==> src/rtl/fft_ctrl_pkg.sv <==
// Shared types and helpers for the FFT stage sequencer: FSM states, precision codes and
// per-stage precision lookup.
package fft_ctrl_pkg;

    typedef enum logic [1:0] {IDLE, RUN, DRAIN, FINISH} state_t;

    localparam logic PREC_FP4 = 1'b0;
    localparam logic PREC_FP8 = 1'b1;

    // Widest precision map (N_LOG2 = 10); narrower maps are zero-extended into this.
    localparam int unsigned MAP_W = 20;

    // Returns {add_prec, mult_prec} for stage s.
    function automatic logic [1:0] prec_of(input logic [MAP_W-1:0] map, input int unsigned s);
        logic [MAP_W-1:0] w_sh;
        w_sh = map >> (2 * s);
        return w_sh[1:0];
    endfunction

endpackage

==> src/rtl/bf_addr_gen.sv <==
// Combinational radix-2 DIT butterfly address generator: maps (stage, butterfly index) to the
// two in-place operand addresses and the twiddle ROM index.
module bf_addr_gen #(
    parameter int unsigned N_LOG2 = 4
) (
    input  logic [$clog2(N_LOG2)-1:0] i_stage,
    input  logic [N_LOG2-2:0]         i_k,
    output logic [N_LOG2-1:0]         o_addr_a,
    output logic [N_LOG2-1:0]         o_addr_b,
    output logic [N_LOG2-2:0]         o_tw_addr
);

    localparam int unsigned AW = N_LOG2;
    localparam int unsigned KW = N_LOG2 - 1;
    localparam logic [KW-1:0] K_ONES = '1;
    localparam logic [AW-1:0] A_ONE  = 1;

    logic [KW-1:0] w_mask;
    logic [KW-1:0] w_grp;
    logic [KW-1:0] w_pos;

    // Mask of the low i_stage bits; the last stage (i_stage == KW) keeps all of k.
    assign w_mask    = ~(K_ONES << i_stage);
    assign w_grp     = i_k >> i_stage;
    assign w_pos     = i_k & w_mask;

    assign o_addr_a  = ((AW'(w_grp) << i_stage) << 1) | AW'(w_pos);
    assign o_addr_b  = o_addr_a + (A_ONE << i_stage);
    assign o_tw_addr = w_pos << (KW - 32'(i_stage));

endmodule

==> src/rtl/fft_stage_sequencer.sv <==
// Issues one radix-2 DIT butterfly per cycle across all stages of an N-point in-place FFT and
// replays each issue's addresses BF_LATENCY cycles later as the write-back strobe.
module fft_stage_sequencer
    import fft_ctrl_pkg::*;
#(
    parameter int unsigned         N_LOG2     = 4,
    parameter int unsigned         BF_LATENCY = 2,
    parameter logic [2*N_LOG2-1:0] PREC_MAP   = '0
) (
    input  logic                      clk,
    input  logic                      rst_n,
    input  logic                      start,
    input  logic                      hold,
    output logic                      rd_en,
    output logic [N_LOG2-1:0]         rd_addr_a,
    output logic [N_LOG2-1:0]         rd_addr_b,
    output logic [N_LOG2-2:0]         tw_addr,
    output logic                      mult_prec,
    output logic                      add_prec,
    output logic                      wr_en,
    output logic [N_LOG2-1:0]         wr_addr_a,
    output logic [N_LOG2-1:0]         wr_addr_b,
    output logic                      busy,
    output logic                      done,
    output logic [$clog2(N_LOG2)-1:0] stage
);

    localparam int unsigned AW = N_LOG2;
    localparam int unsigned KW = N_LOG2 - 1;
    localparam int unsigned SW = $clog2(N_LOG2);
    localparam int unsigned CW = $clog2(BF_LATENCY + 1);
    localparam int unsigned PW = 1 + 2 * AW;
    localparam logic [SW-1:0] S_LAST = SW'(N_LOG2 - 1);
    localparam logic [KW-1:0] K_LAST = '1;

    state_t        r_state, w_state_d;
    logic [SW-1:0] r_stage, w_stage_d;
    logic [KW-1:0] r_k, w_k_d;
    logic [CW-1:0] r_cnt, w_cnt_d;
    logic          w_issue, w_busy_d, w_done_d;

    logic [AW-1:0] w_addr_a, w_addr_b;
    logic [KW-1:0] w_tw;
    logic [1:0]    w_prec;

    logic          r_rd_en, r_mult, r_add, r_busy, r_done;
    logic [AW-1:0] r_addr_a, r_addr_b;
    logic [KW-1:0] r_tw;
    logic [PW-1:0] r_pipe [BF_LATENCY];

    bf_addr_gen #(
        .N_LOG2(N_LOG2)
    ) u_addr_gen (
        .i_stage  (r_stage),
        .i_k      (r_k),
        .o_addr_a (w_addr_a),
        .o_addr_b (w_addr_b),
        .o_tw_addr(w_tw)
    );

    assign w_prec = prec_of(MAP_W'(PREC_MAP), 32'(r_stage));

    always_comb begin
        w_state_d = r_state;
        w_stage_d = r_stage;
        w_k_d     = r_k;
        w_cnt_d   = r_cnt;
        w_issue   = 1'b0;
        w_busy_d  = r_busy;
        w_done_d  = 1'b0;
        unique case (r_state)
            IDLE: begin
                w_busy_d = start;
                if (start) begin
                    w_state_d = RUN;
                    w_stage_d = '0;
                    w_k_d     = '0;
                end
            end
            RUN: begin
                if (!hold) begin
                    w_issue = 1'b1;
                    w_k_d   = r_k + 1'b1;
                    if (r_k == K_LAST) begin
                        w_state_d = DRAIN;
                        w_cnt_d   = CW'(BF_LATENCY);
                    end
                end
            end
            DRAIN: begin
                w_cnt_d = r_cnt - 1'b1;
                // Leave on the last drain cycle so the next stage reads right after the
                // final write of this one lands.
                if (r_cnt == CW'(1)) begin
                    if (r_stage == S_LAST) begin
                        w_state_d = FINISH;
                    end else begin
                        w_state_d = RUN;
                        w_stage_d = r_stage + 1'b1;
                        w_k_d     = '0;
                    end
                end
            end
            FINISH: begin
                w_done_d  = 1'b1;
                w_state_d = IDLE;
            end
            default: w_state_d = IDLE;
        endcase
    end

    always_ff @(posedge clk or negedge rst_n) begin
        if (!rst_n) begin
            r_state  <= IDLE;
            r_stage  <= '0;
            r_k      <= '0;
            r_cnt    <= '0;
            r_rd_en  <= 1'b0;
            r_addr_a <= '0;
            r_addr_b <= '0;
            r_tw     <= '0;
            r_mult   <= PREC_FP4;
            r_add    <= PREC_FP4;
            r_busy   <= 1'b0;
            r_done   <= 1'b0;
        end else begin
            r_state  <= w_state_d;
            r_stage  <= w_stage_d;
            r_k      <= w_k_d;
            r_cnt    <= w_cnt_d;
            r_rd_en  <= w_issue;
            r_addr_a <= w_issue ? w_addr_a : '0;
            r_addr_b <= w_issue ? w_addr_b : '0;
            r_tw     <= w_issue ? w_tw : '0;
            r_mult   <= w_issue ? w_prec[0] : PREC_FP4;
            r_add    <= w_issue ? w_prec[1] : PREC_FP4;
            r_busy   <= w_busy_d;
            r_done   <= w_done_d;
        end
    end

    // Fed from the registered read outputs, so the total read-to-write delay is BF_LATENCY.
    always_ff @(posedge clk or negedge rst_n) begin
        if (!rst_n) begin
            for (int i = 0; i < int'(BF_LATENCY); i++) r_pipe[i] <= '0;
        end else begin
            r_pipe[0] <= {r_rd_en, r_addr_a, r_addr_b};
            for (int i = 1; i < int'(BF_LATENCY); i++) r_pipe[i] <= r_pipe[i-1];
        end
    end

    assign rd_en     = r_rd_en;
    assign rd_addr_a = r_addr_a;
    assign rd_addr_b = r_addr_b;
    assign tw_addr   = r_tw;
    assign mult_prec = r_mult;
    assign add_prec  = r_add;
    assign busy      = r_busy;
    assign done      = r_done;
    assign stage     = r_stage;
    assign wr_en     = r_pipe[BF_LATENCY-1][PW-1];
    assign wr_addr_a = r_pipe[BF_LATENCY-1][2*AW-1:AW];
    assign wr_addr_b = r_pipe[BF_LATENCY-1][AW-1:0];

endmodule

==> config.mk <==
export PLATFORM = sky130hd
export DESIGN_NAME = fft_stage_sequencer
export DESIGN_NICKNAME = d
export VERILOG_FILES = /design/src/rtl/fft_ctrl_pkg.sv /design/src/rtl/bf_addr_gen.sv /design/src/rtl/fft_stage_sequencer.sv
export SDC_FILE = /design/constraint.sdc
export NUM_CORES = 1
export LEC_CHECK = 0
export ABC_AREA = 1
export CORE_ASPECT_RATIO = 1.4
export CORE_MARGIN = 10
export CORE_UTILIZATION = 50
export DETAILED_ROUTE_END_ITERATION = 16
export PLACE_DENSITY = 0.86
export SETUP_SLACK_MARGIN = 0.05
export SYNTH_ARGS = -nofsm -noshare
export SYNTH_HDL_FRONTEND = slang
export SYNTH_HIERARCHICAL = 1
export SYNTH_SLANG_ARGS = --single-unit
==> constraint.sdc <==
create_clock -name clk -period 2.9 [get_ports clk]
set_input_delay 0.435 -clock clk [delete_from_list [all_inputs] [get_ports clk]]
set_output_delay 0.435 -clock clk [all_outputs]
set_load 0.05 [all_outputs]
Word-level counts from Yosys, hierarchy flattened:

Cells that the tools add are included.

* $add $sub $neg: 5
* muxes and demuxes: 24
* bitwise gates (word level): 3
* reductions and logical operators: 8
* equal/unequal tests: 11
* shift-type cells: 6

Operator list (count)
* $shl 3x32->3: 1
* $mux 2: 8
* $mux 3: 5
* $ne 2x2->1 const B: 5
* $pmux 3 s3: 1
* $mux 4: 2
* $pmux 2 s2: 2
* $pmux 2 s4: 1
* $reduce_and 4->1: 2
* $eq 2x2->1 const B: 3
* $mux 1: 5
* $reduce_and 5->1: 1
* $add 4x4->4: 1
* $eq 2x1->1 const B: 2
* $or 4x3->4: 1
* $reduce_bool 2->1: 2
* $shl 1x2->4 const A: 1
* $add 3x1->3 const B: 1
* $and 3x3->3: 1
* $eq 3x3->1 const B: 1
* $not 3->3: 1
* $reduce_and 3->1: 1
* $reduce_bool 3->1: 1
* $shl 3x2->3: 1
* other kinds (7): 7

* register bits after elaboration: 43
* logic and storage cells: 71

Logic depth before layout (Yosys ltp):

Gate-level depths: netlist of run 1.

* depth in word-level cells: 6
* mapped depth: 12

Cells and area by module:

Netlist of run 1, hierarchy kept.

Modules (own cells, without submodules)
* fft_stage_sequencer: sequential area each 1026.0 um^2, instances 1, cells each 143, area an instance 1654.1 um^2
* bf_addr_gen: sequential area each 0.0 um^2, instances 1, cells each 38, area an instance 205.2 um^2

Least setup slack after synthesis of run 1:

Ideal clock, no wire load.

* kind: register to register
* start point: reg r_stage[1], in the netlist stage[1]
* end point: reg r_addr_b[2], in the netlist rd_addr_b[2]
* buffers on the path: 1
* library setup time: 117 ps
* data required time: 2783 ps
* arrival: 1767 ps
* path slack: 1016 ps
* stages on the path, launching flop included: 9
* cells stage by stage: dfrtp_1 buf_4 nor2_1 nand2_1 nand2_1 fa_1 xor2_1 inv_1 nor2_2

* word-level cells in the longest chain between the ends: 6

Ends and longest elaborated chain
* from (decl): RTL line fft_stage_sequencer.sv:37 `logic [SW-1:0] r_stage, w_stage_d;`
* from (signal assigned): RTL line fft_stage_sequencer.sv:128 `r_stage <= w_stage_d;`
* parallel branches: the longest is 3 deep, another holds $shr 3x2->3
* $or 4x3->4 *: RTL line bf_addr_gen.sv:27 `assign o_addr_a = ((AW'(w_grp) << i_stage) << 1) | AW'(w_pos);`
* net w_addr_a[1]: RTL line fft_stage_sequencer.sv:42 `logic [AW-1:0] w_addr_a, w_addr_b;`
* $add 4x4->4 *: RTL line bf_addr_gen.sv:28 `assign o_addr_b = o_addr_a + (A_ONE << i_stage);`
* net w_addr_b[2]: RTL line fft_stage_sequencer.sv:42
* $mux 4 *: RTL line fft_stage_sequencer.sv:133 `r_addr_b <= w_issue ? w_addr_b : '0;`
* to (signal assigned): RTL line fft_stage_sequencer.sv:133
* to (decl): RTL line fft_stage_sequencer.sv:47 `logic [AW-1:0] r_addr_a, r_addr_b;`

Mark *: on every way through the listed nets, which the timed path passes.
A chain may end at the register's enable or synchronous reset.

Worst setup path in the final report of run 1:

* start point: reg r_stage[1], in the netlist stage[1]
* end point: out stage[1]

RTL lines
* to (decl): RTL line fft_stage_sequencer.sv:25 `output logic [$clog2(N_LOG2)-1:0] stage`

No word-level cell between the ends.

==> implementation parameters, run 1 <==
Parameter                              Value

Routing
  Mean number of vias per cell ... 4.99
  DRT Pass-1 Iters ... 4
  Via total after detailed routing ... 1,222
  Iter 0 DRT Violations ... 85
  DRC errors left ... 0
  Number of nets with antenna violations after detailed routing ... 0
  Total Wirelength ... 3120 µm
  Detailed-route wire length per cell ... 12.7 µm

Placement
  Setup slack after placement ... 1090 ps
  Dpl cell area ... 0.00207 mm²
  Gpl congestion ... 0.814
  Post-DP HPWL ... 2380 µm
  Count of buffers inserted at the top-level ports ... 28

Yosys
  Share of cell area taken by muxes after synthesis ... 0%
  Flip-flop and latch count after synthesis ... 41
  Netlist area before placement ... 0.00186 mm²
  Synth Instances ... 181
  Arithmetic-cell share of the synthesized area counting full adders, half adders and majority gates ... 5.11%
  Synthesized area per cell ... 10.3 µm²
  Number of synthesized flops with an enable pin ... 0
  Area share of xor/xnor cells in the synthesized design ... 0.471%
  Synth Area in Compound Gates ... 3.16%
  Async set-reset flop share out of synthesis ... 100%
  Largest family of logic cells by synthesized area ... simple AND/OR/NAND/NOR gates
  Prevailing post-synth register cell ... dfrtp_1
  Post-synthesis share of cell area spent on and, or, nand and nor gates ... 22.2%
  Number of distinct standard cells referenced by the synthesized netlist ... 26
  Warning count from the yosys run ... 6
  Fraction of the yosys area taken by sequential cells ... 55.2%

Setup path
  CP top delay family ... buffers and inverters
  Number of buffer and inverter instances along the worst setup path ... 1
  Critical R2R Launch ... stage[0]
  Slowest stage cell on the critical path ... clkdlybuf4s50_1
  R2R Path End ... rd_addr_b[3]
  CP endpoint kind ... output pin
  Setup slack of the worst register-to-register path ... 1170 ps
  Worst-path cell chain ... clkdlybuf4s50_1
  Peak fanout along the critical path ... 11
  Kind of start point of the critical path ... flop
  CP Data Arrival Time ... 1680 ps
  Worst stage delay on the critical path ... 870 ps
  Required time at the endpoint of the critical path ... 2470 ps
  Category of the critical setup timing path ... reg2out
  Register-to-Register Path Depth ... 10

Clocking
  Setup Fix Bufs, Post-CTS ... 0
  Cts hold-fix bufs ... 0
  Largest buffer count on any clock path ... 2
  Worst-path clk slew ... 80 ps
  CTS Root Cell ... clkbuf_8
  Clock sink count ... 41
  Worst-skew pair later-pin latency ... 290 ps
  H-tree levels ... 2
  TritonCTS clock tree ... done
  Number of gates resized after CTS ... 0
  CTS Buf Count ... 5

Timing
  Final hold violations ... 0
  Final Slew Violations ... 0
  Final Cycle Share ... 72.9%
  Post-layout min period ... 2110 ps
  Setup TNS after final layout ... 0 ps
  Final number of setup-violating endpoints ... 0
  Worst Setup Slack, final ... 786 ps
  Clk_skew ... 6.55 ps
  Peak clock frequency supported by timing ... 0.473 GHz
  Worst relative slew slack ... 41.3%
  Pin slew with the least headroom to its limit ... 880 ps
  Unrepaired setup endpoints after global routing ... no

Floorplanning
  Starting Density ... 51.5%
  Count of pins on the block boundary ... 31
  Area of the core ... 0.00361 mm²
  Number of rows created at floorplan ... 26
  Die Wd ... 71.5 µm
  Floorplan die area ... 0.00659 mm²
  Die extent in y ... 92.2 µm

Global route
  Number of antenna violations at the first check in global routing ... 0
  First-pass GRT wire length ... 5450 µm
  Maximum number of pins on one net before global-route repair ... 42
  Aggregate global routing overflow ... 0
  Vias in the first global route ... 1,307
  Total GRT Usage ... 10.1%

Pwr
  Share of total power in combinational logic ... 41.4%
  Total net switching power ... 0.915 mW
  Total design power ... 2.15 mW
  Switching share of power ... 42.5%
  Total power divided by cell area ... 987 mW/mm²
  LEAKAGE ... 1.13 nW
  Part of the power in the clock network ... 20.4%
  Sequential cell fraction of total power ... 38.3%
  IR Drop Worst-Case VDD ... 0.796 mV
  Int Pwr ... 1.24 mW

Cells and area
  Final core area utilization ... 60.3%
  Post-route cell area ... 0.00218 mm²
  Final Net Count ... 214
  Filler Cell Count ... 294
  Layout overhead on the synthesized area ... 17.2%
  Layout cells sized above 1 ... 18.2%
  Commonest non-fill, non-tap cell in the layout ... dfrtp_1
  Top library cells by usage in the layout, fill and taps aside ... dfrtp_1, inv_1, clkdlybuf4s50_1, nand2_1, nor2_1
  # diodes ... 0

Job
  Total of max-cap violations ... 0

Worst hold path
  Hold Crit Class ... in2async

Status
  Status ... complete, no violations
==> power groups by stage <==
stage | Clock, mW | Sequential (mW) | Combinational (mW)
after floorplan | 0 | 0.934 | 0.612
after global placement | 0 | 0.825 | 0.871
after detailed placement | 0 | 0.837 | 0.893
after CTS | 0.449 | 0.824 | 0.899
after global routing | 0.473 | 0.843 | 0.975
final | 0.438 | 0.822 | 0.890
==> logic make-up (layout without fill, tap and decap cells) <==
kind of cell,Yosys count,after routing
AND/OR/NAND/NOR,72,72
buffers and inverters,47,68
flip-flops,41,41
AO/OA/AOI/OAI,11,11
adder cells (fa/ha/maj),7,7
other,2,3
XOR/XNOR,1,1
==> final cells by class <==
cell class	count	area (µm²)	share of cell area, %
clock buffer	5	68.8	3.16
clock inverter	2	35.0	1.61
inverter	33	134	6.15
multi-input combinational	94	587	26.9
sequential	41	1030	47.1
tap	42	52.6	2.41
timing repair buffer	28	275	12.6
==> sequential cells by signal, summed over array words and instances (netlist names) <==
register	count
wr_addr_a	4
tw_addr	3
r_k	3
r_pipe	9
rd_addr_a	4
wr_addr_b	4
rd_en	1
stage	2
r_state	2
wr_en	1
rd_addr_b	4
busy	1
r_cnt	2
done	1
==> metrics by stage <==
step           hold WS [ps]  std cells
2_1_floorplan           139        182
3_3_place_gp            331        238
3_5_place_dp            335        238
4_1_cts                 283        245
5_1_grt                 321        245
6_report                249        245
==> metal layers <==
metal | vias up | wire length, µm | global-route usage [%] | part of all wire (%)
met5 | - | 0 | 0 | 0
met4 | 0 | 53 | 5.50 | 1.7
met3 | 7 | 307 | 5.07 | 9.9
met2 | 35 | 1650 | 17.9 | 53
met1 | 605 | 1100 | 8.92 | 35
li1 | 575 | - | - | -
==> Yosys cell counts (3+ instances only) <==
library cell  number  area (µm²)
a21oi_1            4        20.0
buf_4             11        82.6
buf_6              3        33.8
dfrtp_1           41        1030
ha_1               6        75.1
inv_1             28         105
inv_2              3        11.3
nand2_1           26        97.6
nand2_2            5        31.3
nand3_1            9        45.0
nand3_2            3        30.0
nand4_1            3        18.8
nor2_1            10        37.5
nor2_2             9        56.3
nor2_4             4        45.0
o21ai_0            4        20.0
==> worst max-delay path by stage <==
stage,start,end,slack [ps],cells after the start
final,stage[1],stage[1],790,1
after detailed placement,stage[1],stage[1],1090,1
after global routing,stage[1],stage[1],740,1
after CTS,stage[1],stage[1],770,1
after global placement,stage[1],stage[1],1110,1
after floorplan,stage[1],rd_addr_b[2],1020,8
(Power assumes the default switching activity.)
==> inputs of run 2 (changes only) <==
- CORE_UTILIZATION: 50 -> 47
- PLACE_DENSITY: 0.86 -> 0.85
- clock period: 2.9 -> 1.86 ns (I/O delays scaled with it)
==> implementation parameters, run 2 (synthesis results as in run 1) <==
Parameter                              Value

Cells and area
  Final Net Count ... 215
  Commonest non-fill, non-tap cell in the layout ... dfrtp_1
  Layout cells sized above 1 ... 21.0%
  Layout overhead on the synthesized area ... 18.4%
  # diodes ... 0
  Top library cells by usage in the layout, fill and taps aside ... dfrtp_1, inv_1, nand2_1, clkdlybuf4s50_1, nor2_1
  Max FFs per register ... 9
  Register containing the most flip-flops in the final layout ... r_pipe
  Post-route cell area ... 0.00220 mm²

Setup path
  Number of buffer and inverter instances along the worst setup path ... 1
  Worst-path cell chain ... clkdlybuf4s50_1
  CP Data Arrival Time ... 1450 ps
  Peak fanout along the critical path ... 2
  CP top delay family ... buffers and inverters
  Slowest stage cell on the critical path ... clkdlybuf4s50_1
  Category of the critical setup timing path ... reg2out
  Kind of start point of the critical path ... flop
  CP endpoint kind ... output pin
  Worst stage delay on the critical path ... 810 ps
  Required time at the endpoint of the critical path ... 1580 ps

Global route
  Layer with the highest usage ... met2
  Total GRT Usage ... 9.84%
  Global-route met3 utilization ... 3.46%
  Aggregate global routing overflow ... 0
  Number of antenna violations at the first check in global routing ... 0
  Vias in the first global route ... 1,275
  Met1 track demand over resource ... 9.08%
  First-pass GRT wire length ... 5470 µm
  Maximum number of pins on one net before global-route repair ... 31
  Grt met2 use ... 18.1%

Floorplanning
  Area of the core ... 0.00388 mm²
  Count of pins on the block boundary ... 31
  Die Wd ... 73.2 µm
  Floorplan die area ... 0.00691 mm²
  Die extent in y ... 94.4 µm
  Starting Density ... 47.9%
  Number of rows created at floorplan ... 27

Routing
  Via total after detailed routing ... 1,183
  Total Wirelength ... 3000 µm
  DRT Pass-1 Iters ... 4
  Number of nets with antenna violations after detailed routing ... 0
  Iter 0 DRT Violations ... 31
  Detailed-route wire length per cell ... 12.1 µm
  Mean number of vias per cell ... 4.77
  DRC errors left ... 0

Clocking
  Largest buffer count on any clock path ... 2
  H-tree levels ... 2
  Worst-path clk slew ... 80 ps
  Worst-skew pair later-pin latency ... 290 ps
  CTS Root Cell ... clkbuf_8
  TritonCTS clock tree ... done
  Cts hold-fix bufs ... 0
  CTS Buf Count ... 5
  Clock sink count ... 41

Placement
  Post-DP HPWL ... 2360 µm
  Gpl congestion ... 0.823
  Count of buffers inserted at the top-level ports ... 28
  Dpl cell area ... 0.00208 mm²

Timing
  Post-layout min period ... 1730 ps
  Worst relative slew slack ... 57.5%
  Setup TNS after final layout ... 0 ps
  Final number of setup-violating endpoints ... 0
  Clk_skew ... 4.82 ps
  Final Cycle Share ... 92.9%
  Peak clock frequency supported by timing ... 0.579 GHz
  Pin slew with the least headroom to its limit ... 638 ps
  Final hold violations ... 0
  Unrepaired setup endpoints after global routing ... no
  Final Slew Violations ... 0

Pwr
  LEAKAGE ... 1.14 nW
  Total power divided by cell area ... 1540 mW/mm²
  IR Drop Worst-Case VDD ... 1.15 mV
  Total design power ... 3.38 mW

Worst hold path
  Hold Crit Class ... in2async

Job
  Total of max-cap violations ... 0

Status
  Status ... complete, no violations
==> run 2: changes by cell type in the layout (fill, tap and decap cells not counted) <==
cell             delta
dfrtp_2             +2
buf_4               +3
clkinv_2            -1
clkdlybuf4s50_1     -2
dfrtp_1             -2
clkbuf_8            +1
clkinvlp_4          +1
==> run 2: what timing repair did <==
action                                  4_1_cts  5_1_grt
buffers inserted                              0        0
endpoints found under the setup margin        0        1
gates resized for setup                       0        1
==> run 2: metrics by stage <==
| stage | utilization [%] | hold WS (ps) | cells | worst slack [ps] |
|---|---|---|---|---|
| 6_report | 56.7 | 4.58 | 248 | 132 |
| 5_1_grt | 56.7 | 57.0 | 248 | 63.8 |
| 4_1_cts | 56.6 | 24.4 | 248 | 104 |
| 3_5_place_dp | 53.5 | 338 | 240 | 255 |
| 3_3_place_gp | 53.5 | 332 | 240 | 311 |
| 2_1_floorplan | - | -16.6 | 182 | 66.6 |
==> run 2: path summary, 6_finish.rpt <==
| path | from | end | slack [ps] | cells past startpoint |
|---|---|---|---|---|
| hold reg to reg | r_pipe[9] | wr_addr_b[0] | 350 | 0 |
| setup reg to reg | stage[1] | rd_addr_b[3] | 260 | 10 |
| setup / recovery | busy | busy | 130 | 1 |
| min in group clk | r_pipe[9] | wr_addr_b[0] | 350 | 0 |
| hold / removal | rst_n | r_cnt[0] | 5 | 1 |
| max in group asynchronous | rst_n | rd_addr_b[3] | 1250 | 2 |
==> run 2: layout make-up <==
| cell class | instances | area, µm² |
|---|---|---|
| clock buffer | 6 | 82.6 |
| clock inverter | 2 | 37.5 |
| fill | 336 | 1680 |
| inverter | 33 | 134 |
| multi-input combinational | 94 | 587 |
| sequential | 41 | 1030 |
| tap | 43 | 53.8 |
| timing repair buffer | 29 | 278 |
==> run 2: metal layers <==
layer,vias up,wire (µm)
li1,578,-
met1,566,1060
met2,31,1600
met3,8,268
met4,0,69
met5,-,0
==> run 2: where the power goes <==
| part | switching [mW] | total (mW) | internal (mW) |
|---|---|---|---|
| clock network | 0.292 | 0.728 | 0.436 |
| logic | 0.919 | 1.37 | 0.450 |
| registers | 0.198 | 1.29 | 1.09 |
